<file path="config.mk">
export PLATFORM = sky130hd
export DESIGN_NAME = pipe_stage_reg
export DESIGN_NICKNAME = d
export VERILOG_FILES = /design/src/rtl/pipe_stage_reg.sv
export SDC_FILE = /design/constraint.sdc
export NUM_CORES = 1
export LEC_CHECK = 0
export ABC_AREA = 1
export BUFFER_PORTS_ARGS = -buffer_cell sky130_fd_sc_hd__buf_2
export CAP_MARGIN = 20
export CORE_MARGIN = 2
export CORE_UTILIZATION = 30
export CTS_CLUSTER_SIZE = 20
export DETAILED_ROUTE_END_ITERATION = 10
export PLACE_DENSITY_LB_ADDON = 0.08
export SYNTH_ARGS = -nofsm -noshare
export SYNTH_HDL_FRONTEND = slang
export SYNTH_SLANG_ARGS = --single-unit
</file>
<file path="constraint.sdc">
create_clock -name clk -period 1.5 [get_ports clk]
set_input_delay 0.3 -clock clk [delete_from_list [all_inputs] [get_ports clk]]
set_output_delay 0.3 -clock clk [all_outputs]
set_load 0.02 [all_outputs]
</file>
<file path="src/rtl/pipe_stage_reg.sv">
// Parametrised inter-stage pipeline register with a valid/ready handshake,
// an optional two-entry skid buffer, synchronous flush to a bubble pattern and
// saturating stall/flush debug counters.
module pipe_stage_reg #(
  parameter int               WIDTH  = 32,
  parameter logic [WIDTH-1:0] BUBBLE = '0,
  parameter int               SKID   = 1,
  parameter int               CNT_W  = 16
) (
  input  logic             clk,
  input  logic             rst,
  input  logic             flush,
  input  logic             in_valid,
  output logic             in_ready,
  input  logic [WIDTH-1:0] in_data,
  output logic             out_valid,
  input  logic             out_ready,
  output logic [WIDTH-1:0] out_data,
  output logic [1:0]       occupancy,
  output logic [CNT_W-1:0] stall_cnt,
  output logic [CNT_W-1:0] flush_cnt
);

  localparam logic [1:0] EMPTY = 2'd0;
  localparam logic [1:0] ONE   = 2'd1;
  localparam logic [1:0] FULL  = 2'd2;

  logic [1:0]       state_q;
  logic [1:0]       state_d;
  logic [WIDTH-1:0] main_q;
  logic [WIDTH-1:0] main_d;
  logic             accept;
  logic             pop;
  logic [CNT_W-1:0] stall_cnt_q;
  logic [CNT_W-1:0] flush_cnt_q;

  assign accept    = in_valid & in_ready;
  assign pop       = out_valid & out_ready;
  assign out_valid = (state_q != EMPTY);
  assign out_data  = main_q;
  assign occupancy = state_q;
  assign stall_cnt = stall_cnt_q;
  assign flush_cnt = flush_cnt_q;

  generate
    if (SKID != 0) begin : g_skid
      logic [WIDTH-1:0] skid_q;
      logic [WIDTH-1:0] skid_d;
      logic             in_ready_q;

      // The head always lives in main; skid only holds the second entry.
      always_comb begin
        state_d = state_q;
        main_d  = main_q;
        skid_d  = skid_q;
        if (flush) begin
          state_d = EMPTY;
          main_d  = BUBBLE;
          skid_d  = BUBBLE;
        end else begin
          case (state_q)
            EMPTY: begin
              if (accept) begin
                main_d  = in_data;
                state_d = ONE;
              end
            end
            ONE: begin
              if (accept && pop) begin
                main_d = in_data;
              end else if (accept) begin
                skid_d  = in_data;
                state_d = FULL;
              end else if (pop) begin
                main_d  = BUBBLE;
                state_d = EMPTY;
              end
            end
            FULL: begin
              if (pop) begin
                main_d  = skid_q;
                skid_d  = BUBBLE;
                state_d = ONE;
              end
            end
            default: begin
              state_d = EMPTY;
              main_d  = BUBBLE;
              skid_d  = BUBBLE;
            end
          endcase
        end
      end

      // in_ready is registered from the next state, cutting the out_ready->in_ready path.
      always_ff @(posedge clk) begin
        if (rst) begin
          state_q    <= EMPTY;
          main_q     <= BUBBLE;
          skid_q     <= BUBBLE;
          in_ready_q <= 1'b1;
        end else begin
          state_q    <= state_d;
          main_q     <= main_d;
          skid_q     <= skid_d;
          in_ready_q <= (state_d != FULL);
        end
      end

      assign in_ready = in_ready_q;
    end else begin : g_noskid
      // With a combinational in_ready, an accept in ONE always coincides with a pop.
      always_comb begin
        state_d = state_q;
        main_d  = main_q;
        if (flush) begin
          state_d = EMPTY;
          main_d  = BUBBLE;
        end else begin
          case (state_q)
            EMPTY: begin
              if (accept) begin
                main_d  = in_data;
                state_d = ONE;
              end
            end
            ONE: begin
              if (accept) begin
                main_d = in_data;
              end else if (pop) begin
                main_d  = BUBBLE;
                state_d = EMPTY;
              end
            end
            default: begin
              state_d = EMPTY;
              main_d  = BUBBLE;
            end
          endcase
        end
      end

      always_ff @(posedge clk) begin
        if (rst) begin
          state_q <= EMPTY;
          main_q  <= BUBBLE;
        end else begin
          state_q <= state_d;
          main_q  <= main_d;
        end
      end

      assign in_ready = ~out_valid | out_ready;
    end
  endgenerate

  // Debug counters stick at all-ones rather than wrapping.
  always_ff @(posedge clk) begin
    if (rst) begin
      stall_cnt_q <= '0;
      flush_cnt_q <= '0;
    end else begin
      if (out_valid && !out_ready && (stall_cnt_q != '1)) begin
        stall_cnt_q <= stall_cnt_q + CNT_W'(1);
      end
      if (flush && (flush_cnt_q != '1)) begin
        flush_cnt_q <= flush_cnt_q + CNT_W'(1);
      end
    end
  end

endmodule

</file>
After elaboration in Yosys (flattened, before gate mapping)
Index checks and enable logic that the tools add are counted.
{"block": "totals", "ff_bits": 99, "latchBits": 0, "ramBits": 0, "romBits": 0, "input_bits": 37, "out_inout_bits": 68, "word_cells": 47, "mem_count": 0}
{"block": "classes", "addsub": 2, "multipliers": 0, "div": 0, "n_lt_le_gt_ge": 0, "n_eq_ne": 11, "n_shift": 0, "muxes": 15, "bitwise": 3, "reduce_logical": 10}
{"cell": "$mux 32", "count": 6}
{"cell": "$pmux 32 s3", "count": 2}
{"cell": "$add 16x1->16 const B", "count": 2}
{"cell": "$ne 16x16->1 const B", "count": 2}
{"cell": "$mux 2", "count": 6}
{"cell": "$ne 2x2->1 const B", "count": 5}
{"cell": "$reduce_and 4->1", "count": 2}
{"cell": "$ne 3x3->1 const B", "count": 2}
{"cell": "$pmux 2 s3", "count": 1}
{"cell": "$logic_and 1x1->1", "count": 4}
{"cell": "$and 1x1->1", "count": 2}
{"cell": "$eq 2x1->1 const B", "count": 1}
{"cell": "$eq 2x2->1 const B", "count": 1}
{"cell": "$logic_not 2->1", "count": 1}
{"cell": "$reduce_bool 2->1", "count": 1}
{"cell": "$reduce_or 2->1", "count": 1}
{"cell": "$logic_not 1->1", "count": 1}
{"cell": "$not 1->1", "count": 1}

Logic depth before layout (Yosys ltp)
{"block": "depth", "ltp_word": 8, "depth_mapped": 10, "mapped_depth_nobuf": 10}

Least setup slack after synthesis
OpenSTA, ideal clock, no wires.
{"block": "synth_timing", "path_type": "reg2reg", "startpoint": "reg flush_cnt_q[1] (netlist: flush_cnt[1])", "endpoint": "reg flush_cnt_q[11] (netlist: flush_cnt[11])", "setup_ps": 71, "t_arrival_ps": 1588, "t_required_ps": 1429, "slack_ps": -158, "path_stages_with_launch": 10, "n_path_buf": 0, "period_less_slack_ps": 1658, "cell_sequence": "dfxtp_1 -> ha_1 -> nand2_1 -> nor2_1 -> nand2_1 -> inv_1 -> nand2_1 -> nand2_1 -> nand2_1 -> a21oi_1"}
{"block": "synth_between", "elab_chain_cells": 2, "elab_cells_between_ends": 3, "classes_between": "1 x add/sub; 1 x eq/ne; 1 x reduce/logical"}
{"item": "start, declared", "line_no": "35", "source": "logic [CNT_W-1:0] flush_cnt_q;"}
{"item": "start signal, assigned", "line_no": "167", "source": "flush_cnt_q <= flush_cnt_q + CNT_W'(1);"}
{"item": "parallel branches: the longest is 2 deep, another holds $add 16x1->16"}
Parallel ways; which one is timed is not known.
A chain may end at the register's enable or synchronous reset.

Final worst setup path
{"block": "layout_timing", "startpoint": "reg state_q[1] (netlist: occupancy[1])", "endpoint": "reg main_q[11] (netlist: out_data[11])"}
{"block": "layout_between", "elab_chain_cells": 5, "elab_cells_between_ends": 13, "classes_between": "6 x eq/ne; 2 x mux; 1 x bitwise; 4 x reduce/logical"}
{"item": "start, declared", "line_no": "28", "source": "logic [1:0] state_q;"}
{"item": "start signal, assigned", "line_no": "103", "source": "state_q <= state_d;"}
{"item": "$reduce_bool 2->1", "line_no": "39", "source": "assign out_valid = (state_q != EMPTY);"}
{"item": "$and 1x1->1", "line_no": "38", "source": "assign pop = out_valid & out_ready;"}
{"item": "$logic_and 1x1->1", "line_no": "69", "source": "if (accept && pop) begin"}
{"item": "$ne 3x3->1 (no source line) / $mux 32 (equally long branches)"}
{"item": "$reduce_and 4->1 (no source line) / $pmux 32 s3 (equally long branches)"}
{"item": "end signal, assigned", "line_no": "104", "source": "main_q <= main_d;"}
{"item": "end, declared", "line_no": "30", "source": "logic [WIDTH-1:0] main_q;"}
Parallel ways exist; a longest one is shown, timed or not.

==> impl_metrics.py <==
metrics = {
    "synthesis": {
        "syn_area_mm2": 0.00477,
        "ys_warn_count": 0,
        "ys_seq_elements": 99,
        "synth_top_area_cell": "dfxtp_1",
        "synth_cells": 737,
        "synthTopCellsByArea": "dfxtp_1 (42%), nand2_1 (20%), nor2_1 (8.5%)",
        "synthDistinctLibCells": 22,
        "synth_top_area_share_pct": 41.6,
        "synth_area_per_cell_um2": 6.47,
        "syn-num-nets": 776,
        "seq_area_frac_synth_pct": 41.6,
    },
    "floorplanning": {
        "die_height_um": 130,
        "coreArea_mm2": 0.0157,
        "io-pin-count": 105,
        "core.rowCount": 46,
        "die_area_mm2": 0.0169,
        "initial_utilization_pct": 30.3,
        "die_w_um": 130,
    },
    "clock_network": {
        "holdBufCountCts": 0,
        "cts_buffers": 9,
        "clk_transition_reported_paths_ns": 0.07,
        "clock_sinks": 99,
        "htree_num_levels": 3,
        "cts_buffer_depth": 2,
        "worstSkewPairLatency_ns": 0.35,
        "cts_tree": "yes",
        "clockRootBuffer": "clkbuf_16",
    },
    "global_routing": {
        "grt.total_usage_pct": 17.3,
        "grt_pass1_wl_mm": 23.0,
        "grt_pass1_vias": 4720,
        "grt_overflow": 0,
        "antenna_found_initial": 0,
        "grt_max_degree": 33,
    },
    "setup_path": {
        "critPathLaunchType": "flop",
        "worstPathArrival_ns": 1.65,
        "critPathMaxFanout": 16,
        "critPathKind": "flop to flop",
        "worstPathRequired_ns": 1.72,
        "end_kind": "flop",
    },
    "power_and_ir_drop": {
        "p_leak_nw": 2.97,
        "ir_drop_mv": 0.505,
        "p_per_area_mw_per_mm2": 893,
    },
    "detailed_routing": {
        "drt_iter0_drc": 221,
        "routed_wl_mm": 14.6,
        "via_per_inst": 4.58,
        "drc": 0,
        "dr.pass1.iters": 4,
        "wl_per_cell_um": 13.0,
        "ant_nets": 0,
        "vias": 5144,
    },
    "sta": {
        "hold_violations": 0,
        "period_minus_slack_ns": 1.43,
        "fmax_mhz": 699,
        "slew_headroom_pct": 69.6,
        "grt_setup_unrepaired": "yes",
        "setup_violations": 0,
        "whs_ns": 0.223,
        "finalSetupTns_ns": 0,
        "drv_slew": 0,
        "min_period_over_period_pct": 95.3,
        "tightest_slew_ns": 0.456,
        "worst_clock_skew_ns": 0.00796,
    },
    "place": {
        "place_area_mm2": 0.00604,
        "port_buffers": 104,
        "dp_hpwl_mm": 10.2,
        "gp_congestion": 0.804,
    },
    "finish": {
        "fill_cells": 1678,
        "layout.nets": 940,
        "final_area_mm2": 0.00665,
        "antenna_cells": 0,
        "final_common_cell": "nand2_1",
        "final_cell_mix": "nand2_1 (247), buf_2 (103), nor2_1 (96)",
        "drive_above_1_share_pct": 28.1,
        "syn_to_final_growth_pct": 39.4,
    },
    "worst_hold_path": {
        "min_path_type": "input port to flop",
    },
    "outcome": {
        "outcome": "finished clean",
    },
    "run": {
        "cap_viol_max_count": 0,
    },
}
==> power by group <==
| part | switching (mW) | internal, mW |
|---|---|---|
| Clock | 1.02 | 1.55 |
| Combinational | 0.409 | 0.251 |
| Sequential | 0.0238 | 2.68 |
==> flip-flops by register name, summed over array words and instances (netlist names) <==
| register | count |
|---|---|
| flush_cnt | 16 |
| stall_cnt | 16 |
| occupancy | 2 |
| g_skid.skid_q | 32 |
| out_data | 32 |
| in_ready | 1 |
==> worst max-delay path, cell delays in order, from the launching register on <==
cell and delay, ns:
dfxtp_4 0.36, nor2_4 0.04, buf_4 0.13, nor2_4 0.09, inv_2 0.07, o21ai_4 0.19
inv_2 0.10, buf_12 0.17, nand2_1 0.08, a21oi_1 0.07
==> layer usage <==
metal	vias to the layer above	share of wire [%]	track usage [%]
li1	2687	-	-
met1	2353	47	22.5
met2	92	48	29.2
met3	12	3.9	2.99
met4	0	1.2	5.88
met5	-	0	0
==> layout make-up <==
cell class | count | area [um2] | share of cell area [%]
flip-flops and latches | 99 | 1990 | 30.0
well taps | 216 | 270 | 4.07
repair buffers | 187 | 1250 | 18.8
multi-input cells | 556 | 2620 | 39.4
clock inverters | 4 | 72.6 | 1.09
clock buffers | 12 | 256 | 3.86
inverters | 48 | 183 | 2.75
==> path summary, 6_finish.rpt <==
| kind | depth (start not counted) | start | to | slack, ns |
|---|---|---|---|---|
| max | 9 | occupancy[1] | out_data[11] | 0.07 |
| min | 3 | in_data[10] | g_skid.skid_q[10] | 0.22 |
| max reg2reg | 9 | occupancy[1] | out_data[11] | 0.07 |
| min reg2reg | 2 | out_data[5] | out_data[5] | 0.46 |
==> kinds of logic after synthesis <==
family / count (synthesis) / synth area share, %
fa+ha+maj: 2 / 0.525
xor+xnor: 11 / 2.02
compound gates: 120 / 13.5
buf+inv: 83 / 7.04
flops: 99 / 41.6
simple gates: 422 / 35.3
==> repair_timing <==
| item | 4_1_cts | 5_1_grt |
|---|---|---|
| buffers inserted | 3 | 4 |
| endpoints found under the setup margin | 26 | 85 |
| pin swaps | 2 | 11 |
| resized for setup | 10 | 50 |
| cloned | 1 | 2 |
==> cell usage after synthesis, drive strengths merged <==
master,number
nand4,9
a21oi,74
dfxtp,99
buf,15
inv,47
nor3b,1
xor2,6
nand3b,2
clkbuf,20
o211ai,14
xnor2,5
ha,2
o21ai,32
nand3,41
nor3,2
nand2,254
clkinv,1
nor2,113
==> through the flow <==
stage	util, %	std cells	setup WS [ns]	power [mW]
6_report	42.3	1122	0.0701	5.93
5_1_grt	42.3	1122	-0.0279	6.21
4_1_cts	41.0	1117	0.00280	5.98
3_5_place_dp	38.5	1097	-0.272	3.38
3_3_place_gp	38.5	1097	-0.274	3.37
2_1_floorplan	-	737	0.00113	3.11
No activity file was read; power rests on OpenSTA's default activity.
